===== config.mk =====
export PLATFORM = sky130hd
export DESIGN_NAME = cache_mem_arbiter
export DESIGN_NICKNAME = d
export VERILOG_FILES = /design/src/rtl/cache_mem_arb_pkg.sv /design/src/rtl/cache_mem_arbiter_rr.sv /design/src/rtl/cache_mem_arbiter.sv
export SDC_FILE = /design/constraint.sdc
export NUM_CORES = 1
export LEC_CHECK = 0
export ABC_AREA = 1
export BUFFER_PORTS_ARGS = -buffer_cell sky130_fd_sc_hd__buf_4
export CELL_PAD_IN_SITES_DETAIL_PLACEMENT = 1
export CELL_PAD_IN_SITES_GLOBAL_PLACEMENT = 2
export CORE_AREA = 2 2 544 546
export DETAILED_ROUTE_END_ITERATION = 8
export DIE_AREA = 0 0 546 548
export GPL_TIMING_DRIVEN = 0
export PLACE_DENSITY_LB_ADDON = 0.1
export SLEW_MARGIN = 5
export SYNTH_ARGS = -nofsm -noshare
export SYNTH_HDL_FRONTEND = slang
export SYNTH_SLANG_ARGS = --single-unit

===== constraint.sdc =====
create_clock -name clk_i -period 1.4 [get_ports clk_i]
set_clock_uncertainty 0.05 [all_clocks]
set_input_delay 0.35 -clock clk_i [delete_from_list [all_inputs] [get_ports clk_i]]
set_output_delay 0.35 -clock clk_i [all_outputs]
set_load 0.005 [all_outputs]

===== src/rtl/cache_mem_arb_pkg.sv =====
// Shared types and constants for the I/D cache to memory arbiter.
// State and owner encodings are fixed so traces read the same across builds.
package cache_mem_arb_pkg;

  localparam int DEF_ADDR_W   = 32;
  localparam int DEF_LINE_W   = 256;
  localparam int DEF_MAX_WAIT = 64;

  localparam logic [1:0] S_IDLE = 2'd0;
  localparam logic [1:0] S_BUSY = 2'd1;
  localparam logic [1:0] S_DONE = 2'd2;

  localparam logic OWN_I = 1'b0;
  localparam logic OWN_D = 1'b1;

  typedef enum logic [1:0] {
    IDLE = S_IDLE,
    BUSY = S_BUSY,
    DONE = S_DONE
  } state_e;

endpackage


===== src/rtl/cache_mem_arbiter_rr.sv =====
// Two-way round-robin pick between the I and D miss ports.
// On a tie the requester that was not granted last wins.
module rr_arbiter2
  import cache_mem_arb_pkg::*;
(
  input  logic i_req_i,
  input  logic d_req_i,
  input  logic last_grant_i,
  output logic gnt_valid_o,
  output logic gnt_owner_o
);

  always_comb begin
    gnt_valid_o = i_req_i | d_req_i;
    gnt_owner_o = OWN_I;
    if (i_req_i && d_req_i) begin
      gnt_owner_o = ~last_grant_i;
    end else if (d_req_i) begin
      gnt_owner_o = OWN_D;
    end
  end

endmodule


===== src/rtl/cache_mem_arbiter.sv =====
// Serialises I-cache fills and D-cache fills/write-backs onto one memory port,
// one line per transaction, with a watchdog bounding each memory wait.
module cache_mem_arbiter
  import cache_mem_arb_pkg::*;
#(
  parameter int ADDR_W   = DEF_ADDR_W,
  parameter int LINE_W   = DEF_LINE_W,
  parameter int MAX_WAIT = DEF_MAX_WAIT
) (
  input  logic              clk_i,
  input  logic              rst_i,
  input  logic              i_req_i,
  input  logic [ADDR_W-1:0] i_addr_i,
  output logic              i_ack_o,
  output logic [LINE_W-1:0] i_rdata_o,
  input  logic              d_req_i,
  input  logic              d_we_i,
  input  logic [ADDR_W-1:0] d_addr_i,
  input  logic [LINE_W-1:0] d_wdata_i,
  output logic              d_ack_o,
  output logic [LINE_W-1:0] d_rdata_o,
  output logic              mem_req_o,
  output logic              mem_we_o,
  output logic [ADDR_W-1:0] mem_addr_o,
  output logic [LINE_W-1:0] mem_wdata_o,
  input  logic [LINE_W-1:0] mem_rdata_i,
  input  logic              mem_ack_i,
  output logic              timeout_o
);

  localparam int              WD_W    = $clog2(MAX_WAIT);
  localparam logic [WD_W-1:0] WD_LAST = WD_W'(MAX_WAIT - 1);

  state_e            state_q, state_d;
  logic              owner_q, owner_d;
  logic              last_grant_q, last_grant_d;
  logic [WD_W-1:0]   wd_q, wd_d;
  logic              mem_req_q, mem_req_d;
  logic              mem_we_q, mem_we_d;
  logic [ADDR_W-1:0] mem_addr_q, mem_addr_d;
  logic [LINE_W-1:0] mem_wdata_q, mem_wdata_d;
  logic              i_ack_q, i_ack_d;
  logic              d_ack_q, d_ack_d;
  logic [LINE_W-1:0] i_rdata_q, i_rdata_d;
  logic [LINE_W-1:0] d_rdata_q, d_rdata_d;
  logic              timeout_q, timeout_d;

  logic gnt_valid;
  logic gnt_owner;

  rr_arbiter2 u_rr (
    .i_req_i      (i_req_i),
    .d_req_i      (d_req_i),
    .last_grant_i (last_grant_q),
    .gnt_valid_o  (gnt_valid),
    .gnt_owner_o  (gnt_owner)
  );

  // Ack is registered on the BUSY->DONE edge so it is visible during DONE,
  // letting the requester drop req before the next IDLE samples it.
  always_comb begin
    state_d      = state_q;
    owner_d      = owner_q;
    last_grant_d = last_grant_q;
    wd_d         = wd_q;
    mem_req_d    = mem_req_q;
    mem_we_d     = mem_we_q;
    mem_addr_d   = mem_addr_q;
    mem_wdata_d  = mem_wdata_q;
    i_ack_d      = 1'b0;
    d_ack_d      = 1'b0;
    i_rdata_d    = i_rdata_q;
    d_rdata_d    = d_rdata_q;
    timeout_d    = timeout_q;

    case (state_q)
      IDLE: begin
        if (gnt_valid) begin
          owner_d   = gnt_owner;
          mem_req_d = 1'b1;
          wd_d      = '0;
          state_d   = BUSY;
          if (gnt_owner == OWN_D) begin
            mem_addr_d  = d_addr_i;
            mem_we_d    = d_we_i;
            mem_wdata_d = d_wdata_i;
          end else begin
            mem_addr_d  = i_addr_i;
            mem_we_d    = 1'b0;
            mem_wdata_d = '0;
          end
        end
      end

      BUSY: begin
        if (mem_ack_i) begin
          mem_req_d = 1'b0;
          wd_d      = '0;
          state_d   = DONE;
          if (owner_q == OWN_D) begin
            d_rdata_d = mem_rdata_i;
            d_ack_d   = 1'b1;
          end else begin
            i_rdata_d = mem_rdata_i;
            i_ack_d   = 1'b1;
          end
        end else if (wd_q == WD_LAST) begin
          // Expired: still complete the requester, but with a zero line.
          mem_req_d = 1'b0;
          wd_d      = '0;
          timeout_d = 1'b1;
          state_d   = DONE;
          if (owner_q == OWN_D) begin
            d_rdata_d = '0;
            d_ack_d   = 1'b1;
          end else begin
            i_rdata_d = '0;
            i_ack_d   = 1'b1;
          end
        end else begin
          wd_d = wd_q + 1'b1;
        end
      end

      DONE: begin
        last_grant_d = owner_q;
        state_d      = IDLE;
      end

      default: begin
        state_d = IDLE;
      end
    endcase
  end

  always_ff @(posedge clk_i) begin
    if (rst_i) begin
      state_q      <= IDLE;
      owner_q      <= OWN_I;
      last_grant_q <= OWN_D;
      wd_q         <= '0;
      mem_req_q    <= 1'b0;
      mem_we_q     <= 1'b0;
      mem_addr_q   <= '0;
      mem_wdata_q  <= '0;
      i_ack_q      <= 1'b0;
      d_ack_q      <= 1'b0;
      i_rdata_q    <= '0;
      d_rdata_q    <= '0;
      timeout_q    <= 1'b0;
    end else begin
      state_q      <= state_d;
      owner_q      <= owner_d;
      last_grant_q <= last_grant_d;
      wd_q         <= wd_d;
      mem_req_q    <= mem_req_d;
      mem_we_q     <= mem_we_d;
      mem_addr_q   <= mem_addr_d;
      mem_wdata_q  <= mem_wdata_d;
      i_ack_q      <= i_ack_d;
      d_ack_q      <= d_ack_d;
      i_rdata_q    <= i_rdata_d;
      d_rdata_q    <= d_rdata_d;
      timeout_q    <= timeout_d;
    end
  end

  assign i_ack_o     = i_ack_q;
  assign i_rdata_o   = i_rdata_q;
  assign d_ack_o     = d_ack_q;
  assign d_rdata_o   = d_rdata_q;
  assign mem_req_o   = mem_req_q;
  assign mem_we_o    = mem_we_q;
  assign mem_addr_o  = mem_addr_q;
  assign mem_wdata_o = mem_wdata_q;
  assign timeout_o   = timeout_q;

endmodule

**Word-level counts from Yosys, hierarchy flattened**

Cells that the tools add are included.

- Register bits: 815
- Latch bits: 0
- Memory bits (writable): 0
- ROM bits: 0
- Input bits: 582
- Output and inout bits: 805
- Logic and storage cells: 67
- Memories kept: 0

- Add/sub/neg operators: 1
- Multipliers: 0
- Div/mod/pow operators: 0
- Magnitude comparators: 0
- Eq/ne operators: 5
- Shift-type cells: 0
- Mux-type cells: 31
- Bitwise gates (word level): 5
- Reduce and logical (&&, ||, !) cells: 12

Operators with widths:

| kind | count |
|---|---|
| two-way mux 256 bit | 9 |
| two-way mux 32 bit | 1 |
| two-way mux 6 bit | 3 |
| two-way mux 1 bit | 12 |
| one-hot mux 6 bit (2 select lines) | 1 |
| AND reduction 3 bit | 4 |
| adder 6 x 1 -> 6 bit, second input constant | 1 |
| equality test 6 bit, second input constant | 1 |
| two-way mux 2 bit | 3 |
| AND reduction 2 bit | 3 |
| inverter 1 bit | 4 |
| one-hot mux 2 bit (2 select lines) | 1 |
| nonzero test 2 bit | 2 |
| inequality test 3 bit, second input constant | 1 |
| equality test 2 x 1 -> 1 bit, second input constant | 1 |
| equality test 2 bit, second input constant | 1 |
| logical NOT 2 bit | 1 |
| inequality test 2 bit, second input constant | 1 |
| one-hot mux 1 bit (2 select lines) | 1 |
| OR reduction 2 bit | 1 |
| logical AND 1 bit | 1 |
| OR 1 bit | 1 |

**Longest topological paths before layout**

- Depth in word-level cells: 4
- Depth in mapped cells: 11
- Mapped depth without buffers: 9

**By module**

From an unflattened synthesis, not the netlist that was laid out.

- Cells, all modules: 3931
- Area, all modules: 30120.1 um^2

By module, submodules not included:

| module | instances | cells an instance | area each (um^2) | sequential area each (um^2) |
|---|---|---|---|---|
| cache_mem_arbiter | 1 | 3928 | 30105.1 | 16315.6 |
| rr_arbiter2 | 1 | 3 | 15.0 | 0.0 |

**Least setup slack after synthesis**

OpenSTA, ideal clock, no wires.

- Path kind: register -> register
- From: register wd_q[0]
- To: register i_rdata_q[10], in the netlist i_rdata_o[10]
- Setup time: 112 ps
- Arrival time: 1447 ps
- Required time: 1238 ps
- Slack: -209 ps
- Cell stages (with the launch flop): 11
- Path buffers: 2
- Period minus slack after synthesis: 1609 ps
- Cells stage by stage: dfxtp_1 > ha_1 > nand2_1 > nor2_2 > nand2_1 > nand2_4 > buf_2 > buf_2 > nand3_1 > nand2_1 > nor2_1

- Longest elaborated chain between the ends: 3

Ends and longest elaborated chain:

| item | RTL line | RTL |
|---|---|---|
| start: declaration | cache_mem_arbiter.sv:37 | `logic [WD_W-1:0] wd_q, wd_d;` |
| start signal: assignment | cache_mem_arbiter.sv:155 | `wd_q <= wd_d;` |
| equality test 6 bit | cache_mem_arbiter.sv:107 | `end else if (wd_q == WD_LAST) begin` |
| nonzero test 2 bit (no line) | - |  |
| AND reduction 3 bit (no line) | - |  |
| end signal: assignment | cache_mem_arbiter.sv:162 | `i_rdata_q <= i_rdata_d;` |
| end: declaration | cache_mem_arbiter.sv:44 | `logic [LINE_W-1:0] i_rdata_q, i_rdata_d;` |

Every way passes these cells.
A chain may end at the register's enable or synchronous reset.

**Worst setup path in the final report**

- From: register wd_q[1]
- To: register i_rdata_q[90], in the netlist i_rdata_o[90]

Same word-level chain as after synthesis.

==> flow_metrics.py <==
metrics = {
    "die": {
        "core_area_sq_um": 293000,
        "row_count": 199,
        "dieArea_sq_um": 299000,
        "pin_count": 1387,
        "die_w_microns": 546,
        "die_height_microns": 548,
        "initial_core_util": 0.108,
    },
    "flow_run": {
        "drv_cap": 0,
    },
    "synth": {
        "yosys.area.top_type": "dfxtp_1",
        "ys.flop_type": "dfxtp_1",
        "synth_edf_count": 0,
        "synth_top_cell_area_share": 0.515,
        "syn_nets": 5073,
        "synthArstFlopShare": 0,
        "seq_area_frac_synth": 0.515,
        "syn-mean-instance-area_sq_um": 7.05,
        "synth_warnings": 0,
        "yosys-top-cells-count": "nand2_1, nor2_1, dfxtp_1",
        "synth_most_common_cell": "nand2_1",
        "synth.cell_area_sq_um": 31700,
        "synth.distinct_cells": 20,
        "synth-seq-cells": 815,
        "syn_inst": 4490,
        "synth_area_leaders": "dfxtp_1, nand2_1, nor2_1",
    },
    "route": {
        "route.vias.total": 38373,
        "finalWirelength_microns": 261000,
        "drtAntennaViolNets": 0,
        "drcViolationCount": 0,
        "wl_per_cell_microns": 24.3,
        "firstDrtPassIters": 5,
        "viasPerCell": 3.58,
        "drt_iter0_markers": 1375,
    },
    "worst_setup_path": {
        "reg2reg_depth": 11,
        "rr_startpoint": "wd_q[1]",
        "arrival_ps": 2700,
        "worst-path-max-fanout": 9,
        "cp-end-kind": "register",
        "path_class": "reg -> reg",
        "max_stage_delay_ps": 350,
        "regToRegSetupSlack_ps": -650,
        "cp-start-kind": "register",
        "cp.required_ps": 2050,
        "crit_buf_inv": 3,
        "cp_top_family": "simple AND/OR/NAND/NOR gates",
        "crit_slowest_cell": "dfxtp_4",
        "worstPathCellList": "ha_4, nand2_4, nor2_4, nand2_8, nand2_8, buf_12, buf_16, clkbuf_16, nand3_1, nand2_1, nor2_1",
        "reg2reg_to": "i_rdata_o[90]",
        "path_common_cell": "nand2_8",
    },
    "cts": {
        "h-tree-depth": 3,
        "cts_buffers": 124,
        "cts_buffer_depth": 4,
        "clockRootBuffer": "clkbuf_16",
        "clk-insertion-delay-late_ps": 850,
        "clkTransAtPathRegs_ps": 60,
        "cts.sinks": 815,
        "cts_tree": "built",
    },
    "cells_and_area": {
        "fin_nets": 7218,
        "stdcell_area_sq_um": 59800,
        "fin_util": 0.204,
        "multiInputGateArea_sq_um": 13700,
        "fill_cells": 34982,
        "seqCellArea_sq_um": 16300,
        "drive_above_1_share": 0.285,
        "area_growth_pct": 88.7,
        "final_cells": 10709,
    },
    "hold_path": {
        "hp-class": "in -> reg",
        "hold_path_depth": 6,
        "whs_endpoint": "mem_addr_o[0]",
        "hp-start": "i_req_i",
    },
    "placement": {
        "dp_hpwl_microns": 211000,
        "gp_congestion": 0.796,
        "io_buffers": 1384,
        "dp.cells": 9793,
        "place_area_sq_um": 47200,
    },
    "outcome": {
        "status": "finished, violations left",
        "violations": "setup timing",
    },
    "timing": {
        "rsz0062_at_grt": "true",
        "relSlewSlack": 0.411,
        "slew_violations": 0,
        "fin_ws_ps": -652,
        "tightest_slew_ps": 883,
        "hold_viol": 0,
        "finalSetupTns_ps": -608430,
        "period_share": 1.47,
        "finalSetupViolCount": 1617,
        "fmax_ghz": 0.487,
        "fin_crit_ps": 2050,
    },
    "grt": {
        "grt_pass1_vias": 40945,
        "antenna_found_initial": 125,
        "track_usage": 0.167,
        "grt_pass1_wl_microns": 350000,
        "grt_overflow": 0,
        "grt_start_max_net_pins": 19,
    },
    "pwr": {
        "ir_worst_vdd_mv": 1.12,
        "power_density_nw_per_um2": 1150,
        "leakagePower_nw": 25.8,
    },
}
## area by class of cell
| cell class | count | share of cell area |
|---|---|---|
| Clock inverter | 18 | 0.00375 |
| Clock buffer | 203 | 0.0641 |
| Multi-Input combinational cell | 3269 | 0.230 |
| Inverter | 49 | 0.00316 |
| Antenna cell | 60 | 0.00251 |
| Timing Repair Buffer | 2023 | 0.291 |
| Tap cell | 3919 | 0.0821 |
| Sequential cell | 815 | 0.273 |
| Buffer | 353 | 0.0498 |
## per-layer routing
| metal | global-route usage | vias to the layer above | share of wire |
|---|---|---|---|
| met2 | 0.313 | 1051 | 0.52 |
| met5 | 0 | - | 0.0020 |
| li1 | - | 18617 | - |
| met4 | 0.0355 | 86 | 0.021 |
| met3 | 0.0523 | 323 | 0.070 |
| met1 | 0.182 | 18296 | 0.39 |
## worst max-delay path by stage
| stage | start | end | slack, ps | cells after the start |
|---|---|---|---|---|
| floorplan | wd_q[1] | i_rdata_o[100] | -170 | 11 |
| global placement | mem_ack_i | d_rdata_o[36] | -2480 | 7 |
| detailed placement | owner_q | d_rdata_o[173] | -2040 | 7 |
| CTS | wd_q[1] | i_rdata_o[25] | -640 | 10 |
| global route | wd_q[1] | d_rdata_o[119] | -750 | 13 |
| finish | wd_q[1] | i_rdata_o[90] | -650 | 11 |
## where the power goes
group / switching, mW / leakage (nW) / total [mW] / internal, mW
registers: 0.600 / 6.63 / 24.8 / 24.2
clock network: 13.0 / 2.00 / 32.0 / 19.0
logic: 6.46 / 17.2 / 11.8 / 5.38
total: 20.1 / 25.8 / 68.7 / 48.6
## metrics by stage
| stage | power, mW | hold slack, ps | setup WS [ps] |
|---|---|---|---|
| after floorplan | 29.0 | 376 | -168 |
| after global placement | 35.1 | 403 | -2480 |
| after detailed placement | 35.2 | 408 | -2040 |
| after CTS | 70.6 | 34.4 | -642 |
| after global routing | 72.2 | 130 | -747 |
| final | 68.7 | 133 | -652 |
## logic make-up after synthesis
kind of cell	count (synthesis)	synth area share
and+or+nand+nor	2898	0.365
adders and majority gates	1	0.000395
AOI/OAI and AO/OA	369	0.0584
DFF	815	0.515
buffers and inverters	407	0.0610
## timing repair
| item | CTS | global route |
|---|---|---|
| gates cloned | 17 | 13 |
| hold buffers | 577 | 0 |
| endpoints found under the hold margin | 801 | 0 |
| pin swaps | 12 | 13 |
| setup endpoints to repair | 1619 | 1619 |
| gates resized for setup | 304 | 122 |
| buffers inserted | 28 | 10 |
## worst register-to-register path, cell delays in order, from the launching register on
cell and delay [ps]:
dfxtp_4 350, ha_4 150, nand2_4 60, nor2_4 190, nand2_8 110, nand2_8 120, buf_12 180, buf_16 250
clkbuf_16 210, nand3_1 70, nand2_1 90, nor2_1 60
## placed cells by master, fill, tap and decap left out, types with 60 or more instances in the layout
master and n:
nor2_1 1057, nand2_1 1291, diode_2 60, nand3_1 497, dfxtp_1 806, clkbuf_1 139, buf_4 1423, o21ai_0 68
dlygate4sd3_1 577, a21oi_1 299, clkbuf_16 138
## registers in the layout, summed over array words and instances (netlist names)
register / flops
state_q: 2
mem_addr_o: 32
last_grant_q: 1
d_ack_o: 1
owner_q: 1
mem_we_o: 1
mem_wdata_o: 256
i_ack_o: 1
wd_q: 6
mem_req_o: 1
i_rdata_o: 256
timeout_o: 1
d_rdata_o: 256
Note: power is estimated with default switching activity, not from simulation.
